===== src/rtl/seqdet_prog.sv =====
// Programmable serial bit-pattern detector: runtime pattern/length/overlap,
// qualified serial input, registered one-cycle match pulse and saturating match counter.
module seqdet_prog #(
    parameter int                 MAX_LEN = 8,
    parameter int                 LEN_W   = 4,
    parameter int                 CNT_W   = 16,
    parameter logic [MAX_LEN-1:0] DEF_PAT = 'h16,
    parameter int                 DEF_LEN = 5
) (
    input  logic               clk,
    input  logic               rst_n,
    input  logic               x_i,
    input  logic               x_vld_i,
    input  logic               cfg_ld_i,
    input  logic [MAX_LEN-1:0] cfg_pat_i,
    input  logic [LEN_W-1:0]   cfg_len_i,
    input  logic               cfg_ovl_i,
    input  logic               clr_cnt_i,
    output logic               z_o,
    output logic [CNT_W-1:0]   match_cnt_o
);

    logic [MAX_LEN-1:0] pat_q, pat_d;
    logic [LEN_W-1:0]   len_q, len_d;
    logic               ovl_q, ovl_d;
    logic [MAX_LEN-1:0] hist_q, hist_d;
    logic [LEN_W-1:0]   fill_q, fill_d;
    logic               z_q, z_d;
    logic [CNT_W-1:0]   cnt_q, cnt_d;

    logic               accept;
    logic               match;
    logic               full;
    logic [MAX_LEN-1:0] hist_new;
    logic [MAX_LEN-1:0] mask;
    logic [LEN_W:0]     fill_inc;
    logic [LEN_W-1:0]   len_clamp;
    logic [CNT_W-1:0]   cnt_base;

    always_comb begin
        len_clamp = (cfg_len_i > LEN_W'(MAX_LEN)) ? LEN_W'(MAX_LEN) : cfg_len_i;
        accept    = x_vld_i & ~cfg_ld_i;
        hist_new  = {hist_q[MAX_LEN-2:0], x_i};
        for (int i = 0; i < MAX_LEN; i++) begin
            mask[i] = (LEN_W'(i) < len_q);
        end
        // fill+1 >= len means the window of the last len accepted bits is complete
        fill_inc = {1'b0, fill_q} + {{LEN_W{1'b0}}, 1'b1};
        full     = (fill_inc >= {1'b0, len_q});
        match    = accept && (len_q != '0) && full && (((hist_new ^ pat_q) & mask) == '0);

        pat_d  = pat_q;
        len_d  = len_q;
        ovl_d  = ovl_q;
        hist_d = hist_q;
        fill_d = fill_q;
        z_d    = match;

        if (cfg_ld_i) begin
            pat_d  = cfg_pat_i;
            len_d  = len_clamp;
            ovl_d  = cfg_ovl_i;
            hist_d = '0;
            fill_d = '0;
        end else if (accept) begin
            hist_d = hist_new;
            if (match && !ovl_q) begin
                fill_d = '0;
            end else begin
                fill_d = full ? len_q : fill_inc[LEN_W-1:0];
            end
        end

        // clear applies first so a simultaneous match leaves the count at one
        cnt_base = clr_cnt_i ? '0 : cnt_q;
        cnt_d    = cnt_base;
        if (match && (cnt_base != '1)) begin
            cnt_d = cnt_base + CNT_W'(1);
        end
    end

    always_ff @(posedge clk or negedge rst_n) begin
        if (!rst_n) begin
            pat_q  <= DEF_PAT;
            len_q  <= LEN_W'(DEF_LEN);
            ovl_q  <= 1'b1;
            hist_q <= '0;
            fill_q <= '0;
            z_q    <= 1'b0;
            cnt_q  <= '0;
        end else begin
            pat_q  <= pat_d;
            len_q  <= len_d;
            ovl_q  <= ovl_d;
            hist_q <= hist_d;
            fill_q <= fill_d;
            z_q    <= z_d;
            cnt_q  <= cnt_d;
        end
    end

    assign z_o         = z_q;
    assign match_cnt_o = cnt_q;

endmodule


===== config.mk =====
export PLATFORM = sky130hd
export DESIGN_NAME = seqdet_prog
export DESIGN_NICKNAME = d
export VERILOG_FILES = /design/src/rtl/seqdet_prog.sv
export SDC_FILE = /design/constraint.sdc
export NUM_CORES = 1
export LEC_CHECK = 0
export ABC_AREA = 1
export CORE_MARGIN = 3
export CORE_UTILIZATION = 30
export CTS_CLUSTER_DIAMETER = 30
export CTS_CLUSTER_SIZE = 14
export DETAILED_ROUTE_END_ITERATION = 6
export PLACE_DENSITY = 0.57
export SLEW_MARGIN = 25
export SYNTH_ARGS = -nofsm -noshare
export SYNTH_HDL_FRONTEND = slang
export SYNTH_SLANG_ARGS = --single-unit

===== constraint.sdc =====
create_clock -name clk -period 2.05 [get_ports clk]
set_clock_uncertainty 0.15 [all_clocks]
set_input_delay 0.615 -clock clk [delete_from_list [all_inputs] [get_ports clk]]
set_output_delay 0.615 -clock clk [all_outputs]
set_load 0.005 [all_outputs]

[After elaboration in Yosys (flattened, before gate mapping)]
Index checks and enable logic that the tools add are counted.
Operators by class
  eq/ne operators: 1
  bitwise operators: 4
  magnitude comparators: 10
  add/sub/neg operators: 2
  reduce and logical (&&, ||, !) cells: 9
  mux-type cells: 9
Operator list (count)
  16-bit 2-to-1 mux: 2
  4-bit 2-to-1 mux: 5
  16-bit by 1-bit adder with 16-bit output, second input constant: 1
  3-bit by 4-bit < comparator with 1-bit output, first input constant: 4
  16-bit inequality test, second input constant: 1
  7-bit 2-to-1 mux: 2
  8-bit AND: 1
  8-bit zero test: 1
  1-bit by 4-bit < comparator with 1-bit output, first input constant: 2
  2-bit by 4-bit < comparator with 1-bit output, first input constant: 2
  8-bit bitwise XOR: 1
  4-bit by 1-bit adder with 5-bit output, second input constant: 1
  5-bit by 4-bit >= comparator with 1-bit output: 1
  1-bit logical AND: 5
  4-bit greater-than comparator, second input constant: 1
  4-bit nonzero test: 1
  2-bit nonzero test: 1
  1-bit AND: 1
  1-bit zero test: 1
  1-bit NOT: 1
Word-level totals
  logic and storage cells: 42
  bits of input ports: 19
  register bits: 41

[Depth between registers and ports, before layout]
Gate-level depths: netlist of run 1.
  depth after elaboration: 9
  mapped depth: 13

[Worst setup path after synthesis of run 1]
Ideal clock, no wire load.
  path type: register to register
  start point: register fill_q[0]
  end point: register cnt_q[2] (netlist: match_cnt_o[2])
  stages on the path, launching flop included: 14
  data required time: 1783 ps
  setup time: 117 ps
  clock period less this slack: 2217 ps
  setup slack: -167 ps
  arrival: 1950 ps
  path buffers: 1
  cells stage by stage: dfrtp_1 ha_1 xor2_1 ha_1 nand2_1 inv_1 nand3_1 nor2_1 nor2_1 nor2_1 nand3_4 buf_6 nand2_1 nand2_1
On the way
  longest elaborated chain between the ends: 6
RTL lines
  start: declaration: RTL line 27  | logic [LEN_W-1:0] fill_q, fill_d;
  start signal: assignment: RTL line 96  | fill_q <= fill_d;
  4-bit by 1-bit adder with 5-bit output: RTL line 48  | fill_inc = {1'b0, fill_q} + {{LEN_W{1'b0}}, 1'b1};
  5-bit by 4-bit >= comparator with 1-bit output: RTL line 49  | full = (fill_inc >= {1'b0, len_q});
  1-bit logical AND (2 in a row): RTL line 50  | match = accept && (len_q != '0) && full && (((hist_new ^ pat_q) & mask) == '0);
  1-bit logical AND: RTL line 77  | if (match && (cnt_base != '1)) begin
  16-bit 2-to-1 mux: RTL line 77
  named net cnt_d[2]: RTL line 29  | logic [CNT_W-1:0] cnt_q, cnt_d;
  end signal: assignment: RTL line 98  | cnt_q <= cnt_d;
  end: declaration: RTL line 29
The timed path passes the listed nets, and every way through them passes these cells.
A chain may end at the register's enable or synchronous reset.

[Worst setup path after layout of run 1]
  start point: register fill_q[0]
  end point: register cnt_q[5] (netlist: match_cnt_o[5])
Same word-level chain as after synthesis.

==> flow_summary.json, run 1 <==
{
  "outcome": "finished, violations left",
  "failing_checks": "setup timing",
  "most_frequent_cell_after_synthesis": "sky130_fd_sc_hd__nand2_1",
  "post_route_cells_drive_above_1_share": 0.260,
  "grt_usage": 0.148,
  "timing.final.max_slew_violations": 0,
  "core_region_area_um2": 8340,
  "longest_clk_path_bufs": 2,
  "number_of_different_library_cells_in_the_post_synthesis_netlist": 28,
  "die-width_um": 99.4,
  "cts_hold_buffers": 0,
  "flow.area_growth_from_synthesis_pct": 44.2,
  "finalCritPeriodShare": 1.10,
  "synthDominantCellAreaShare": 0.335,
  "holdCritPathClass": "in -> async",
  "top_level_ports": 36,
  "grt_pass1_vias": 2439,
  "dieArea_um2": 9880,
  "insertion_delay_ps": 300,
  "finalWorstPathRequiredPeriod_ps": 2250,
  "route.final.wire_length_mm": 7.23,
  "p_sw_frac": 0.325,
  "htree_num_levels": 2,
  "synth_common_cells": "sky130_fd_sc_hd__nand2_1, sky130_fd_sc_hd__inv_1, sky130_fd_sc_hd__dfrtp_1, sky130_fd_sc_hd__nand3_1, sky130_fd_sc_hd__nor2_1",
  "final_setup_slack_of_the_worst_path_ps": -204,
  "number_of_enable_flip_flop_cells_after_synthesis": 0,
  "p_seq_frac": 0.451,
  "power.combinational.fraction": 0.257,
  "grt_antenna_before_repair": 0,
  "crit_family": "simple AND/OR/NAND/NOR gates",
  "cap_violations": 0,
  "cp.arrival_ps": 2340,
  "tightest_slew_ps": 404,
  "internal-power_mw": 1.31,
  "timing.critical_path.fanout_max": 4,
  "synth_area_leaders": "sky130_fd_sc_hd__dfrtp_1, sky130_fd_sc_hd__nand2_1, sky130_fd_sc_hd__inv_1, sky130_fd_sc_hd__nand3_1, sky130_fd_sc_hd__dfstp_2",
  "floorplan.die.height_um": 99.4,
  "post-dp-hpwl_mm": 5.30,
  "cts.sink_count": 41,
  "layout.nets": 489,
  "irDropWorstVdd_mv": 0.227,
  "post_syn_instances": 363,
  "worstSetupStartpointType": "flip-flop",
  "syn_area_um2": 2620,
  "clockRootBuffer": "sky130_fd_sc_hd__clkbuf_8",
  "p_clk_frac": 0.292,
  "post_dp_cell_area_um2": 3480,
  "initial_core_util": 0.314,
  "gp_congestion": 0.860,
  "wl_per_cell_um": 12.7,
  "crit_type": "reg -> reg",
  "via_count": 2572,
  "rsz0062_at_grt": "yes",
  "sequential_element_share_of_the_synthesized_area": 0.395,
  "initialDrtViolationCount": 112,
  "clock_transition_at_the_registers_of_the_reported_paths_ps": 90,
  "fin_setup_tns_ps": -3740,
  "number_of_cts_inserted_buffers": 5,
  "drt_first_pass_iters": 4,
  "largest_net_degree_at_the_start_of_global_routing": 21,
  "achievable-frequency_ghz": 0.444,
  "pwr_density_cell_nw_per_um2": 516,
  "synth.avg_cell_area_um2": 7.21,
  "insertedDiodeCount": 0,
  "timing.final.hold_violations": 0,
  "switching_power_uw": 632,
  "critical_path.max_stage_delay_ps": 390,
  "detail_route.drc_violations": 0,
  "synth_top_area_cell": "sky130_fd_sc_hd__dfrtp_1",
  "tritoncts_clock_tree": "yes",
  "crit_required_ps": 2140,
  "drt-vias-per-instance": 4.51,
  "ys.warnings.count": 0,
  "endpoint_kind": "flip-flop",
  "critical_path_buf_inv_count": 2,
  "fillerInstances": 853,
  "cp_slowest_cell": "sky130_fd_sc_hd__dfrtp_1",
  "yosys_register_bits": 41,
  "worst_relative_slew_slack": 0.731,
  "synthesis.nets": 388,
  "layout.cell_area.non_filler_um2": 3770,
  "synth_ff_type": "sky130_fd_sc_hd__dfrtp_1",
  "grt.overflow.total": 0,
  "finalSetupViolations": 21,
  "standard_cell_row_count": 33,
  "postSynth.asyncResetShare": 1.00,
  "critical_path.cell_chain": "ha_2, xor2_2, ha_1, nand2_1, inv_1, nand3_2, nand4_1, nand3_4, nor2_4, buf_6, nand3_2, nand2_1",
  "placement.io_buffers": 35,
  "ant_nets": 0,
  "p_leak_nw": 1.89,
  "first_pass_grt_wire_length_mm": 11.8
}
routing by layer:
metal  part of all wire  global-route usage  up-vias
met3              0.037              0.0295        6
met2               0.47               0.239       50
met1               0.48               0.203     1170
met5                  0                   0        -
li1                   -                   -     1346
met4             0.0094              0.0399        0
flip-flops by register name, summed over array words and instances (netlist names):
register,count
fill_q,4
hist_q,7
len_q,4
match_cnt_o,16
ovl_q,1
pat_q,8
z_o,1
cells in the final DEF (no fill, tap or decap), drive strengths merged:
cell type      synthesis  final
nand2                132    132
buf                    4     64
inv                   57     59
nand3                 37     38
nor2                  37     38
dfrtp                 35     35
clkdlybuf4s50          0     33
o21ai                 16     16
xor2                  10     10
nand4                  8      8
o22ai                  7      7
dfstp                  6      6
ha                     6      6
clkbuf                 2      5
nor3                   2      2
nand3b                 1      1
xnor2                  1      1
a21oi                  1      1
a22o                   1      1
clkinvlp               0      1
dlygate4sd2            0      1
timing repair:
item	in CTS	in global routing
resized for setup	24	2
endpoints found under the setup margin	22	24
buffers inserted	4	4
pin swaps	15	9
cloned	2	0
kinds of logic after synthesis:
group	count (synthesis)	synth area share
fa+ha+maj	6	0.0287
buf+inv	63	0.0995
flops	41	0.395
compound gates	25	0.0526
simple gates	217	0.387
xor+xnor	11	0.0368
power by group through the flow:
stage,sequential [mW],clock [mW],combinational [mW]
after floorplan,0.891,0,0.234
after global placement,0.893,0,0.401
after detailed placement,0.893,0,0.404
after CTS,0.878,0.592,0.484
after global routing,0.884,0.623,0.558
final,0.878,0.569,0.499
metrics by stage:
step	instances	total power [mW]	utilization	worst slack, ps	hold slack, ps
finish	570	1.95	0.452	-204	78.3
global route	570	2.06	0.452	-353	95.1
floorplan	363	1.13	-	-104	169
global placement	552	1.29	0.417	-598	343
detailed placement	552	1.30	0.417	-655	342
CTS	566	1.95	0.448	-204	86.3
cell type report:
type | count | area, um^2 | share of cell area
multi-input cells | 261 | 1460 | 0.387
flip-flops and latches | 41 | 1030 | 0.274
repair buffers | 98 | 841 | 0.223
inverters | 57 | 214 | 0.0567
well taps | 105 | 131 | 0.0348
clock buffers | 5 | 68.8 | 0.0182
clock inverters | 3 | 25.0 | 0.00663
worst paths after layout:
| check | start | end | slack [ps] | depth (start not counted) |
|---|---|---|---|---|
| max in group asynchronous | rst_n | pat_q[2] | 1140 | 2 |
| min in group clk | pat_q[1] | pat_q[1] | 350 | 2 |
| worst min register to register | pat_q[1] | pat_q[1] | 350 | 2 |
| worst min-delay path | rst_n | fill_q[0] | 80 | 1 |
| worst max register to register | fill_q[0] | match_cnt_o[5] | -200 | 12 |
| worst max-delay path | fill_q[0] | match_cnt_o[5] | -200 | 12 |
(Power assumes the default switching activity.)
==> run 2, diff against run 1 <==
- ABC_AREA: 1 -> default
- CAP_MARGIN: default -> 20
- CORE_UTILIZATION: 30 -> 48
- PLACE_DENSITY: 0.57 -> 0.82
==> run 2 against run 1 <==
The flow still finishes with violations (setup timing). Largest cell class unchanged. Non-clock buffer count grew 6. Setup slack lost 330 ps. Fmax shrank 13%. Global-route usage grew 8.4 points. Sequential power grew 8.1%. Clock-buffer cell count is the same. Combinational power grew to 3.2 times the previous value. Critical path type unchanged. Synthesized cell count shrank 39%. Clock power grew 21%.
==> flow_summary.json, run 2 <==
{
  "ys.warnings.count": 0,
  "irDropWorstVdd_mv": 0.650,
  "initial_core_util": 0.507,
  "flow.area_growth_from_synthesis_pct": 62.7,
  "top_level_ports": 36,
  "timing.final.max_slew_violations": 0,
  "synthesis.nets": 245,
  "wl_per_cell_um": 19.4,
  "final_setup_slack_of_the_worst_path_ps": -531,
  "post_route_cells_drive_above_1_share": 0.491,
  "cp.arrival_ps": 2620,
  "die-width_um": 74.3,
  "ff2ff_path_depth": 8,
  "synthDominantCellAreaShare": 0.391,
  "achievable-frequency_ghz": 0.387,
  "crit_required_ps": 2090,
  "sequential_element_share_of_the_synthesized_area": 0.462,
  "timing.critical_path.fanout_max": 4,
  "first_pass_grt_wire_length_mm": 9.77,
  "largest_net_degree_at_the_start_of_global_routing": 42,
  "most_frequent_cell_after_synthesis": "sky130_fd_sc_hd__dfrtp_1",
  "synth_area_leaders": "sky130_fd_sc_hd__dfrtp_1, sky130_fd_sc_hd__mux2_2, sky130_fd_sc_hd__dfstp_2, sky130_fd_sc_hd__xnor2_1, sky130_fd_sc_hd__mux2i_1",
  "initialDrtViolationCount": 153,
  "rsz0062_at_grt": "yes",
  "fin_setup_tns_ps": -7970,
  "yosys_register_bits": 41,
  "grt_usage": 0.232,
  "insertion_delay_ps": 310,
  "number_of_enable_flip_flop_cells_after_synthesis": 0,
  "p_seq_frac": 0.294,
  "failing_checks": "setup timing",
  "outcome": "finished, violations left",
  "via_count": 2241,
  "standard_cell_row_count": 24,
  "p_sw_frac": 0.352,
  "grt.overflow.total": 0,
  "post-dp-hpwl_mm": 3.94,
  "power.combinational.fraction": 0.494,
  "postSynth.asyncResetShare": 1.00,
  "top_library_cells_by_usage_in_the_layout_fill_and_taps_aside": "sky130_fd_sc_hd__buf_4, sky130_fd_sc_hd__dfrtp_1, sky130_fd_sc_hd__clkdlybuf4s50_1",
  "synth_common_cells": "sky130_fd_sc_hd__dfrtp_1, sky130_fd_sc_hd__nor2_1, sky130_fd_sc_hd__mux2_2, sky130_fd_sc_hd__nand2_1, sky130_fd_sc_hd__xnor2_1",
  "post_dp_cell_area_um2": 3040,
  "endpoint_kind": "flip-flop",
  "switching_power_mw": 1.14,
  "number_of_cts_inserted_buffers": 5,
  "timing.critical_path.from": "fill_q[1]",
  "cap_violations": 0,
  "grt_antenna_before_repair": 0,
  "finalSetupViolations": 22,
  "route.final.wire_length_mm": 7.27,
  "worst_relative_slew_slack": 0.647,
  "detail_route.drc_violations": 0,
  "timing.final.hold_violations": 0,
  "insertedDiodeCount": 0,
  "synth.avg_cell_area_um2": 10.2,
  "drt_first_pass_iters": 4,
  "pwr_density_cell_nw_per_um2": 887,
  "final_common_cell": "sky130_fd_sc_hd__buf_4",
  "number_of_different_library_cells_in_the_post_synthesis_netlist": 41,
  "p_clk_frac": 0.212,
  "tightest_slew_ps": 529,
  "layout.nets": 346,
  "clock_transition_at_the_registers_of_the_reported_paths_ps": 90,
  "cts_hold_buffers": 0,
  "p_leak_nw": 1.62,
  "synth_ff_type": "sky130_fd_sc_hd__dfrtp_1",
  "critical_path.max_stage_delay_ps": 450,
  "crit_family": "simple AND/OR/NAND/NOR gates",
  "core_region_area_um2": 4410,
  "tritoncts_clock_tree": "yes",
  "floorplan.die.height_um": 74.3,
  "critical_path_buf_inv_count": 0,
  "grt_pass1_vias": 2071,
  "ant_nets": 0,
  "crit_type": "reg -> reg",
  "internal-power_mw": 2.09,
  "placement.io_buffers": 35,
  "critical_path.reg2reg.endpoint": "match_cnt_o[15]",
  "setup.reg_to_reg.worst_slack_ps": -530,
  "flip_flop_count_of_the_largest_register_after_layout": 16,
  "holdCritPathClass": "in -> async",
  "worstSetupStartpointType": "flip-flop",
  "dieArea_um2": 5520,
  "cts.sink_count": 41,
  "syn_area_um2": 2240,
  "finalCritPeriodShare": 1.26,
  "cp_slowest_cell": "sky130_fd_sc_hd__dfrtp_1",
  "finalWorstPathRequiredPeriod_ps": 2580,
  "layout.cell_area.non_filler_um2": 3640,
  "clockRootBuffer": "sky130_fd_sc_hd__clkbuf_8",
  "synth_top_area_cell": "sky130_fd_sc_hd__dfrtp_1",
  "post_syn_instances": 220,
  "drt-vias-per-instance": 5.99,
  "longest_clk_path_bufs": 2,
  "gp_congestion": 0.859,
  "fillerInstances": 224,
  "critical_path.cell_chain": "ha_4, xor2_4, ha_4, o21ai_2, o21ai_2, nand2_2, or4_4, mux2_4",
  "htree_num_levels": 2,
  "reg2reg_from": "fill_q[1]"
}
run 2: repair_timing:
item	in CTS	in global routing
pin swaps	18	14
buffers inserted	9	16
hold endpoints to repair	0	0
endpoints found under the setup margin	25	27
gates resized for setup	41	39
run 2: layout make-up:
| cell class | count | area [um^2] | share of cell area |
|---|---|---|---|
| multi-input combinational | 161 | 1490 | 0.410 |
| sequential | 41 | 1040 | 0.285 |
| timing repair buffer | 104 | 901 | 0.248 |
| clock buffer | 5 | 68.8 | 0.0189 |
| tap | 52 | 65.1 | 0.0179 |
| clock inverter | 3 | 46.3 | 0.0127 |
| inverter | 8 | 30.0 | 0.00825 |
run 2: how the worst max path moves through the flow:
| stage | to | cells after the start |
|---|---|---|
| floorplan | match_cnt_o[15] | 8 |
| global placement | match_cnt_o[15] | 7 |
| detailed placement | match_cnt_o[9] | 8 |
| CTS | match_cnt_o[15] | 8 |
| global route | match_cnt_o[15] | 9 |
| finish | match_cnt_o[15] | 8 |
run 2: metrics by stage:
stage / setup WS, ps / cells / util / hold slack, ps / power, mW
after floorplan: -339 / 220 / - / 169 / 1.45
after global placement: -857 / 343 / 0.689 / 365 / 1.79
after detailed placement: -915 / 343 / 0.689 / 372 / 1.82
after CTS: -405 / 360 / 0.760 / 228 / 2.74
after global routing: -578 / 374 / 0.825 / 242 / 3.35
final: -531 / 374 / 0.825 / 198 / 3.23
run 2: cell families after synthesis:
kind of cell,synth area share
DFF,0.462
and+or+nand+nor,0.194
AOI/OAI and AO/OA,0.0996
adders and majority gates,0.0336
muxes,0.121
xor gates and xnor gates,0.0548
buffers and inverters,0.0352
run 2: worst reg2reg max path: stages (launching register included):
cell and delay (ps):
sky130_fd_sc_hd__dfrtp_1 450, sky130_fd_sc_hd__ha_4 210, sky130_fd_sc_hd__xor2_4 190, sky130_fd_sc_hd__ha_4 280
sky130_fd_sc_hd__o21ai_2 50, sky130_fd_sc_hd__o21ai_2 240, sky130_fd_sc_hd__nand2_2 150, sky130_fd_sc_hd__or4_4 440
sky130_fd_sc_hd__mux2_4 310
run 2: per-layer routing:
metal | vias to the layer above | share of wire | GRT usage
met3 | 41 | 0.064 | 0.0459
met1 | 1098 | 0.38 | 0.303
li1 | 986 | - | -
met5 | - | 0 | 0
met4 | 0 | 0.047 | 0.0929
met2 | 116 | 0.51 | 0.382
run 2: power by group through the flow:
stage | logic (mW) | registers [mW] | clock network [mW]
2_1_floorplan | 0.514 | 0.934 | 0
3_3_place_gp | 0.853 | 0.934 | 0
3_5_place_dp | 0.879 | 0.938 | 0
4_1_cts | 1.12 | 0.936 | 0.682
5_1_grt | 1.67 | 0.956 | 0.730
6_report | 1.59 | 0.949 | 0.686
==> run 3, diff against run 2 <==
- CORE_MARGIN: 3 -> default
- CTS_CLUSTER_SIZE: 14 -> default
==> run 3 against run 2 <==
The run still ends with setup timing left. Critical path depth is the same. Global-route usage grew 6.3 points. Highest routed layer unchanged. Largest cell class unchanged. Final cell count shrank 1.6%. Cell area shrank 1.9%. Critical path type unchanged. Combinational power shrank 4%. Wire length shrank 6.8%. Sequential share of layout area grew 0.59 points. Fmax grew 2.7%. Sequential power grew 0.6%. Setup slack gained 67 ps. Via count shrank 1.8%.
==> flow_summary.json, run 3 (same netlist as run 2, synthesis figures left out) <==
{
  "irDropWorstVdd_mv": 0.473,
  "die-width_um": 70.3,
  "setup.reg_to_reg.worst_slack_ps": -460,
  "p_clk_frac": 0.181,
  "via_count": 2200,
  "grt_antenna_before_repair": 0,
  "gp_congestion": 0.841,
  "achievable-frequency_ghz": 0.398,
  "grt.overflow.total": 0,
  "critical_path_cell_count": 8,
  "pwr_density_cell_nw_per_um2": 848,
  "timing.critical_path.from": "fill_q[0]",
  "crit_type": "reg -> reg",
  "cts.sink_count": 41,
  "final_setup_slack_of_the_worst_path_ps": -464,
  "insertedDiodeCount": 0,
  "reg2reg_from": "fill_q[0]",
  "grt_pass1_vias": 2305,
  "critical_path.max_stage_delay_ps": 460,
  "layout.nets": 340,
  "standard_cell_row_count": 24,
  "post_layout_nonfiller_instances": 368,
  "timing.hold.ws_ps": 224,
  "layout.cell_area.non_filler_um2": 3570,
  "p_sw_frac": 0.356,
  "tritoncts_clock_tree": "yes",
  "critical_path_buf_inv_count": 0,
  "worstSetupStartpointType": "flip-flop",
  "first_pass_grt_wire_length_mm": 11.2,
  "grt_usage": 0.295,
  "placement.io_buffers": 35,
  "flow.area_growth_from_synthesis_pct": 59.6,
  "endpoint_kind": "flip-flop",
  "tightest_slew_ps": 521,
  "finalWorstPathRequiredPeriod_ps": 2510,
  "timing.final.hold_violations": 0,
  "detail_route.drc_violations": 0,
  "drt-vias-per-instance": 5.98,
  "critical_path.endpoint": "match_cnt_o[15]",
  "power.combinational.fraction": 0.503,
  "htree_num_levels": 2,
  "critical_path.reg2reg.endpoint": "match_cnt_o[15]",
  "p_seq_frac": 0.315,
  "holdCritPathClass": "in -> async",
  "top_library_cells_by_usage_in_the_layout_fill_and_taps_aside": "sky130_fd_sc_hd__buf_4, sky130_fd_sc_hd__dfrtp_1, sky130_fd_sc_hd__clkdlybuf4s50_1",
  "crit_required_ps": 2080,
  "ant_nets": 0,
  "flip_flop_count_of_the_largest_register_after_layout": 16,
  "floorplan.die.height_um": 70.3,
  "wl_per_cell_um": 18.4,
  "insertion_delay_ps": 300,
  "timing.final.max_slew_violations": 0,
  "failing_checks": "setup timing",
  "finalCritPeriodShare": 1.23,
  "place.detailed.instances": 344,
  "number_of_cts_inserted_buffers": 5,
  "cp_slowest_cell": "sky130_fd_sc_hd__or4_4",
  "internal-power_mw": 1.95,
  "final_common_cell": "sky130_fd_sc_hd__buf_4",
  "fin_setup_tns_ps": -5930,
  "crit_family": "simple AND/OR/NAND/NOR gates",
  "rsz0062_at_grt": "yes",
  "dieArea_um2": 4940,
  "post_dp_cell_area_um2": 3060,
  "cpMostUsedCell": "sky130_fd_sc_hd__ha_4",
  "top_level_ports": 36,
  "core_region_area_um2": 4410,
  "drt_first_pass_iters": 4,
  "worst_relative_slew_slack": 0.653,
  "largest_net_degree_at_the_start_of_global_routing": 42,
  "switching_power_mw": 1.08,
  "outcome": "finished, violations left",
  "ff2ff_path_depth": 8,
  "cap_violations": 0,
  "initialDrtViolationCount": 200,
  "route.final.wire_length_mm": 6.77,
  "clockRootBuffer": "sky130_fd_sc_hd__clkbuf_8",
  "post_route_cells_drive_above_1_share": 0.462,
  "longest_clk_path_bufs": 2,
  "post-dp-hpwl_mm": 3.91,
  "cts_hold_buffers": 0,
  "timing.critical_path.fanout_max": 6,
  "dp_worst_setup_slack_ps": -985,
  "finalSetupViolations": 20,
  "p_leak_nw": 1.61,
  "critical_path.cell_chain": "ha_4, xor2_4, ha_4, o21ai_2, o21ai_4, nand2_4, or4_4, mux2_4",
  "clock_transition_at_the_registers_of_the_reported_paths_ps": 80,
  "cp.arrival_ps": 2550,
  "initial_core_util": 0.507
}
## run 3: cell types whose count changed in the layout (fill, tap and decap cells not counted), moves of 3 or more
cell / change
sky130_fd_sc_hd__a21oi_2: -3
sky130_fd_sc_hd__buf_6: +3
sky130_fd_sc_hd__buf_4: -9
sky130_fd_sc_hd__a21oi_1: +3
sky130_fd_sc_hd__buf_2: +3
sky130_fd_sc_hd__dlygate4sd2_1: -3
## run 3: worst min-delay path by stage
stage | startpoint | cells past startpoint | endpoint
final | rst_n | 2 | len_q[1]
after global routing | rst_n | 2 | fill_q[1]
after CTS | rst_n | 2 | pat_q[0]
after detailed placement | pat_q[0] | 1 | pat_q[0]
after global placement | pat_q[0] | 1 | pat_q[0]
after floorplan | rst_n | 0 | fill_q[0]
## run 3: timing repair
| item | CTS | global route |
|---|---|---|
| pin swaps | 23 | 6 |
| gates cloned | 0 | 0 |
| setup buffers | 11 | 7 |
| endpoints found under the setup margin | 25 | 30 |
| resized for setup | 51 | 30 |
## run 3: layer usage
metal	global-route usage	wire, um
met5	0	0
met4	0.138	285
met3	0.0765	319
met2	0.503	3470
met1	0.345	2690
## run 3: cell type report
cell class / count / area, um^2
multi-input combinational: 161 / 1490
tap: 52 / 65.1
sequential: 41 / 1040
timing repair buffer: 98 / 861
fill: 237 / 845
inverter: 8 / 30.0
clock buffer: 8 / 90.1
## run 3: power by group through the flow
stage | Sequential [mW] | Combinational (mW) | Clock, mW
floorplan | 0.934 | 0.514 | 0
global placement | 0.934 | 0.852 | 0
detailed placement | 0.939 | 0.875 | 0
CTS | 0.940 | 1.21 | 0.553
global route | 0.963 | 1.59 | 0.593
finish | 0.955 | 1.52 | 0.548
## run 3: per-stage QoR
stage                     total power, mW  utilization
after global placement               1.79        0.693
after floorplan                      1.45            -
after detailed placement             1.81        0.693
after global routing                 3.15        0.809
final                                3.03        0.809
after CTS                            2.70        0.771
